## src/rtl/mem_arbiter_pkg.sv

```systemverilog
// Shared types for the memory subsystem: cache-line type and arbiter FSM states.
package rv32i_types;

  localparam int LINE_OFFSET_W = 5;

  typedef logic [255:0] rv32i_line;

  typedef enum logic [2:0] {
    IDLE    = 3'd0,
    SERVE_I = 3'd1,
    SERVE_D = 3'd2,
    RESP_I  = 3'd3,
    RESP_D  = 3'd4
  } arb_state_t;

  typedef enum logic {
    GRANT_I = 1'b0,
    GRANT_D = 1'b1
  } grant_t;

endpackage

```

## src/rtl/mem_arbiter.sv

```systemverilog
// Two-port (I-cache / D-cache) to single physical-memory port arbiter.
// One transaction at a time, round-robin on ties, registered one-cycle response.
//
// state   | meaning
// --------+-------------------------------------------------------------
// IDLE    | no transaction; arbitrate between i_read and d_read/d_write
// SERVE_I | I-side line read in flight on pmem, waiting for pmem_resp
// SERVE_D | D-side line read or writeback in flight, waiting for pmem_resp
// RESP_I  | i_resp pulse, i_rdata holds the returned line
// RESP_D  | d_resp pulse, d_rdata updated on reads only
module mem_arbiter
  import rv32i_types::*;
#(
  parameter int ADDR_W = 32,
  parameter int LINE_W = 256
) (
  input  logic              clk,
  input  logic              reset_n,
  input  logic              i_read,
  input  logic [ADDR_W-1:0] i_address,
  output logic              i_resp,
  output logic [LINE_W-1:0] i_rdata,
  input  logic              d_read,
  input  logic              d_write,
  input  logic [ADDR_W-1:0] d_address,
  input  logic [LINE_W-1:0] d_wdata,
  output logic              d_resp,
  output logic [LINE_W-1:0] d_rdata,
  output logic              pmem_read,
  output logic              pmem_write,
  output logic [ADDR_W-1:0] pmem_address,
  output logic [LINE_W-1:0] pmem_wdata,
  input  logic              pmem_resp,
  input  logic [LINE_W-1:0] pmem_rdata
);

  arb_state_t        state_q, state_d;
  grant_t            last_grant_q;
  logic [ADDR_W-1:0] addr_q;
  logic [LINE_W-1:0] wdata_q;
  logic              write_q;
  logic [LINE_W-1:0] i_rdata_q, d_rdata_q;
  logic              i_req, d_req;
  logic              grant_i, grant_d;
  logic              serving;

  assign i_req   = i_read;
  assign d_req   = d_read | d_write;
  assign serving = (state_q == SERVE_I) || (state_q == SERVE_D);

  // Round-robin grant: a lone requester wins, on a tie the side not served last wins.
  always_comb begin
    grant_i = 1'b0;
    grant_d = 1'b0;
    if (state_q == IDLE) begin
      if (i_req && (!d_req || (last_grant_q == GRANT_D))) grant_i = 1'b1;
      else if (d_req)                                    grant_d = 1'b1;
    end
  end

  // Next-state logic; pmem_resp only matters while a transaction is in flight.
  always_comb begin
    state_d = state_q;
    unique case (state_q)
      IDLE: begin
        if (grant_i)      state_d = SERVE_I;
        else if (grant_d) state_d = SERVE_D;
      end
      SERVE_I: if (pmem_resp) state_d = RESP_I;
      SERVE_D: if (pmem_resp) state_d = RESP_D;
      RESP_I:  state_d = IDLE;
      RESP_D:  state_d = IDLE;
      default: state_d = IDLE;
    endcase
  end

  // State register; reset aborts any transaction without issuing a response.
  always_ff @(posedge clk) begin
    if (!reset_n) state_q <= IDLE;
    else          state_q <= state_d;
  end

  // Grant-time latches: requester inputs are not looked at again until IDLE.
  always_ff @(posedge clk) begin
    if (!reset_n) begin
      last_grant_q <= GRANT_D;
      addr_q       <= '0;
      wdata_q      <= '0;
      write_q      <= 1'b0;
    end else if (grant_i) begin
      last_grant_q <= GRANT_I;
      addr_q       <= {i_address[ADDR_W-1:LINE_OFFSET_W], {LINE_OFFSET_W{1'b0}}};
      write_q      <= 1'b0;
    end else if (grant_d) begin
      last_grant_q <= GRANT_D;
      addr_q       <= {d_address[ADDR_W-1:LINE_OFFSET_W], {LINE_OFFSET_W{1'b0}}};
      wdata_q      <= d_wdata;
      write_q      <= d_write;
    end
  end

  // Capture returned lines; each side keeps its last line until its next read completes.
  always_ff @(posedge clk) begin
    if (!reset_n) begin
      i_rdata_q <= '0;
      d_rdata_q <= '0;
    end else if (pmem_resp) begin
      if (state_q == SERVE_I)                 i_rdata_q <= pmem_rdata;
      if ((state_q == SERVE_D) && !write_q)   d_rdata_q <= pmem_rdata;
    end
  end

  assign pmem_read    = serving && !write_q;
  assign pmem_write   = serving &&  write_q;
  assign pmem_address = addr_q;
  assign pmem_wdata   = wdata_q;
  assign i_resp       = (state_q == RESP_I);
  assign d_resp       = (state_q == RESP_D);
  assign i_rdata      = i_rdata_q;
  assign d_rdata      = d_rdata_q;

`ifndef SYNTHESIS
  // A D-side request with both ops set is resolved as a write, but it is a cache bug.
  always_ff @(posedge clk) begin
    if (reset_n) begin
      assert (!(d_read && d_write))
        else $error("mem_arbiter: d_read and d_write high together");
      assert (!(pmem_read && pmem_write))
        else $error("mem_arbiter: pmem_read and pmem_write high together");
    end
  end
`endif

endmodule

```

## config.mk

```make
export PLATFORM = sky130hd
export DESIGN_NAME = mem_arbiter
export DESIGN_NICKNAME = d
export VERILOG_FILES = /design/src/rtl/mem_arbiter_pkg.sv /design/src/rtl/mem_arbiter.sv
export SDC_FILE = /design/constraint.sdc
export NUM_CORES = 2
export LEC_CHECK = 0
export CAP_MARGIN = 10
export CORE_AREA = 8 8 528 530
export CTS_CLUSTER_DIAMETER = 60
export DETAILED_ROUTE_END_ITERATION = 10
export DIE_AREA = 0 0 536 538
export GPL_TIMING_DRIVEN = 0
export PLACE_DENSITY = 0.37
export SLEW_MARGIN = 10
export SYNTH_ARGS = -nofsm -noshare
export SYNTH_HDL_FRONTEND = slang
export SYNTH_SLANG_ARGS = --single-unit
```

## constraint.sdc

```tcl
create_clock -name clk -period 1.6 [get_ports clk]
set_clock_uncertainty 0.05 [all_clocks]
set_input_delay 0.24 -clock clk [delete_from_list [all_inputs] [get_ports clk]]
set_output_delay 0.24 -clock clk [all_outputs]
set_load 0.05 [all_outputs]
```

Yosys cells after proc, flatten, opt, wreduce, memory -nomap -nowiden
Index checks and enable logic that the tools add are counted.

storage, ports and cells
  register bits = 800
  output and inout port bits = 804
  input port bits = 582
  logic and storage cells = 46

operators by class
  mux-type cells = 14
  bitwise logic cells = 3
  reductions and logical operators = 15
  equal/unequal tests = 7

operator list
  kind                                                                    number
  32-bit 2-to-1 mux                                                       2
  3-bit 2-to-1 mux                                                        4
  3-bit case mux with 3 select lines                                      1
  1-bit 2-to-1 mux                                                        7
  3-bit by 2-bit equality test with 1-bit output (second input constant)  2
  2-bit AND reduction                                                     3
  1-bit logical AND                                                       4
  2-bit != test (second input constant)                                   2
  3-bit by 1-bit equality test with 1-bit output (second input constant)  1
  3-bit equality test (second input constant)                             1
  3-bit logical NOT                                                       1
  3-bit != test (second input constant)                                   1
  3-bit AND reduction                                                     1
  1-bit logical NOT                                                       2
  1-bit logical OR                                                        2
  1-bit NOT                                                               2
  2-bit nonzero test                                                      1
  2-bit OR reduction                                                      1
  1-bit OR                                                                1

Longest topological paths before layout
  depth after elaboration = 9
  depth in mapped cells = 7

Least setup slack after synthesis
OpenSTA, ideal clock, no wires.

  kind = register to output
  start = register state_q[1]
  end = output port pmem_write
  path slack = -462 ps
  data arrival time = 1772 ps
  stages on the path, launching flop included = 4
  cell sequence = dfxtp_1 > buf_2 > xnor2_1 > nor3b_1

on the way
  word-level cells in the longest chain between the ends = 3
  elaborated cells on any way between the ends = 4
  classes of those cells = eq/ne (2); reduce/logical (2)

ends and longest elaborated chain
  element                                                                                                           RTL line            text
  start: declaration                                                                                                mem_arbiter.sv:37   arb_state_t state_q, state_d;
  start signal: assignment                                                                                          mem_arbiter.sv:80   else state_q <= state_d;
  3-bit by 1-bit equality test with 1-bit output or 3-bit by 2-bit equality test with 1-bit output (tied branches)  mem_arbiter.sv:49   assign serving = (state_q == SERVE_I) || (state_q == SERVE_D);
  1-bit logical OR (*)                                                                                              mem_arbiter.sv:49
  1-bit logical AND (*)                                                                                             mem_arbiter.sv:114  assign pmem_write = serving && write_q;
  end: declaration                                                                                                  mem_arbiter.sv:30   output logic pmem_write,

Mark *: on every way between the ends. The rest lies on a longest branch, timed or not.

Worst setup path after layout
  start = register state_q[0]
  end = register wdata_q[156] (netlist: pmem_wdata[156])

on the way
  word-level cells in the longest chain between the ends = 4
  elaborated cells on any way between the ends = 5
  classes of those cells = mux (2); bitwise (1); reduce/logical (2)

ends and longest elaborated chain
  element                                   RTL line           text
  3-bit logical NOT (*)                     mem_arbiter.sv:55  if (state_q == IDLE) begin
  1-bit 2-to-1 mux                          mem_arbiter.sv:55
  1-bit NOT (no source line)                --
  2-bit AND reduction (no source line) (*)  --
  end signal: assignment                    mem_arbiter.sv:97  wdata_q <= d_wdata;
  end: declaration                          mem_arbiter.sv:40  logic [LINE_W-1:0] wdata_q;

Marks and branches as above.
A chain may end at the register's enable or synchronous reset.

==> results.md <==
- Initial core utilization: 0.116
- Post-synthesis register bit count: 800
- First-pass GRT wire length: 336 mm
- Tcrit/Tclk final: 1.42
- PD cells: 1110 mW/mm²
- Cell Int Power: 47.4 mW
- Final Hold Vio Count: 0
- Drt wl/cell: 27.3 µm
- Synth async-reset ratio: 0
- Core Util, Final: 0.246
- CTS tree: yes
- RSZ-0062 raised after global routing: yes
- Post-Syn Instances: 3589
- Crit end category: register
- Most frequent cells in the layout: a21boi_1, clkdlybuf4s50_1, nand2_1, dlygate4sd3_1, dfxtp_1
- Placement Setup Slack: -2.67 ns
- Placed cell area: 0.0495 mm²
- Leading area contributor after synthesis: dfxtp_1
- Startpoint Class: register
- Prevailing post-synth register cell: dfxtp_1
- Design Area, Final: 0.0665 mm²
- Syn_area_per_cell: 8.72 µm²
- Failing checks: negative setup slack
- Die extent in y: 538 µm
- Reg power frac: 0.306
- Fin. max-slew vios: 0
- Hold Path Class: input port to register
- Combinational share of power: 0.325
- Global Route Usage Sum: 0.167
- Final #Nets: 6358
- Worst setup margin: -0.666 ns
- Clk root buf: clkbuf_16
- DRT antenna net count: 0
- Via density per instance: 3.92
- Peak supply drop: 831 µV
- Number of global-route vias before repair: 37200
- Yosys cell types: 34
- F_max: 441 MHz
- Clk_lat worst skew: 0.79 ns
- CTS buffer count: 121
- Clk pwr share: 0.368
- Initial antenna violation count: 91
- Layout fillers: 29200
- Wirelength, routed: 259 mm
- Finish-stage setup viols: 1358
- Number of buffers added on ports: 1368
- Cells after DPL: 8533
- Row cnt: 191
- Area Growth Syn to Fin: 112%
- Synthesis Warnings: 0
- Residual DRC: 0
- Core box area: 0.270 mm²
- Io pins: 1386
- Outcome: finished with violations
- Layout cells sized above 1: 0.272
- Drt first pass iters: 5
- Critical Path RT: 2.27 ns
- Most common cell after layout, fill and taps aside: a21boi_1
- Post-Syn Area: 0.0313 mm²
- Top post-synthesis cells by area: dfxtp_1, a21boi_1, nand3_1
- Critical path class: register to register
- Psw: 26.2 mW
- Layout Cells excl Fill: 9472
- Largest fanout on the critical path: 7
- GPL Wtd Cong: 0.888
- Worst EP arrival: 2.94 ns
- Largest net degree at the start of global routing: 18
- Max H-tree Level: 3
- Slew HR: 0.344
- HPWL after detailed placement: 210 mm
- Switching Fraction: 0.356
- Remaining Overflow, GRT: 0
- Max Cap Viol: 0
- Static leakage: 25.8 nW
- Die width: 536 µm
- Yosys top cell area share: 0.512
- Final min period: 2.27 ns
- Post-synth EDFFs: 0
- Sink Count: 800
- Reg clk slew, reported paths: 0.06 ns
- Die area: 0.288 mm²
- DRT iter0 DRCs: 1966
- Via count: 37200
- Max Buffers Root-to-Sink: 4
- Worst slew pin tran: 0.984 ns
- Post-synthesis sequential area ratio: 0.512
-- power by group through the flow --
stage          clock (mW)  sequential (mW)  combinational, mW
6_report             27.1             22.6               24.0
5_1_grt              28.7             22.7               25.1
4_1_cts              27.9             22.2               20.2
3_5_place_dp            0             22.7               18.1
3_3_place_gp            0             22.6               18.0
2_1_floorplan           0             27.0               4.82
-- per-stage QoR --
stage	hold slack (ns)	TNS (ns)	total power, mW
after floorplan	0.325	-1.22	31.8
after global placement	0.391	-1407.31	40.7
after detailed placement	0.395	-1272.34	40.7
after CTS	0.000433	-823.70	70.4
after global routing	0.0130	-689.33	76.5
final	0.0640	-517.16	73.7
-- layout make-up --
cell class / instances / area [µm²] / share of cell area
Antenna cell: 36 / 90.1 / 0.00135
Buffer: 391 / 3170 / 0.0476
Clock buffer: 165 / 3410 / 0.0514
Clock inverter: 48 / 583 / 0.00877
Inverter: 2 / 7.51 / 0.000113
Multi-Input combinational cell: 2397 / 15200 / 0.229
Sequential cell: 800 / 16500 / 0.248
Tap cell: 3570 / 4470 / 0.0672
Timing Repair Buffer: 2063 / 23000 / 0.346
-- timing repair --
item,CTS,global route
gates resized for setup,1202,3158
gates cloned,24,25
endpoints found under the setup margin,1598,1597
buffers inserted,61,92
hold buffers,491,0
hold endpoints to repair,702,0
pin swaps,55,213
-- synth_stat cells (2+ instances only) --
master,instances
o21ai_1,252
nor2_1,4
and4_1,27
buf_4,23
nor3b_1,4
buf_2,96
nor3_1,3
a21boi_1,769
dfxtp_1,800
nand3_1,513
buf_1,37
o21ai_0,263
nand2_1,514
a221o_1,27
inv_1,2
buf_6,3
clkbuf_1,235
-- cells by family after synthesis --
kind of cell,share of synthesized area
and+or+nand+nor,0.156
muxes,0.000360
AOI/OAI and AO/OA,0.277
other,0.000120
xor gates and xnor gates,0.000280
buffers and inverters,0.0548
DFF,0.512
-- sequential cells by signal, summed over array words and instances (netlist names) --
name	cells
pmem_wdata	256
d_rdata	256
write_q	1
i_rdata	256
last_grant_q	1
state_q	3
pmem_address	27
-- per-layer routing --
layer | share of wire | global-route usage | vias to the layer above
li1 | - | - | 17100
met1 | 0.42 | 0.210 | 18200
met2 | 0.44 | 0.266 | 1500
met3 | 0.11 | 0.0698 | 350
met4 | 0.026 | 0.0374 | 80
met5 | 0.0020 | 0 | -
-- path summary, 6_finish.rpt --
check	startpoint	to	slack, ns	cells past startpoint
setup reg to reg	state_q[0]	pmem_wdata[156]	-0.67	13
hold / removal	pmem_rdata[122]	i_rdata[122]	0.06	3
setup / recovery	state_q[0]	pmem_wdata[156]	-0.67	13
hold reg to reg	i_rdata[182]	i_rdata[182]	0.40	2
-- critical path: stages, from the launching register on --
cell       delay (ns)
dfxtp_4          0.38
buf_12           0.15
buf_6            0.11
buf_6            0.11
nor3_4           0.21
buf_12           0.15
buf_6            0.09
buf_8            0.10
buf_12           0.13
clkbuf_16        0.19
buf_4            0.13
buf_12           0.12
nand3_4          0.09
a21boi_2         0.15
Power figures use the tool's default switching activity.
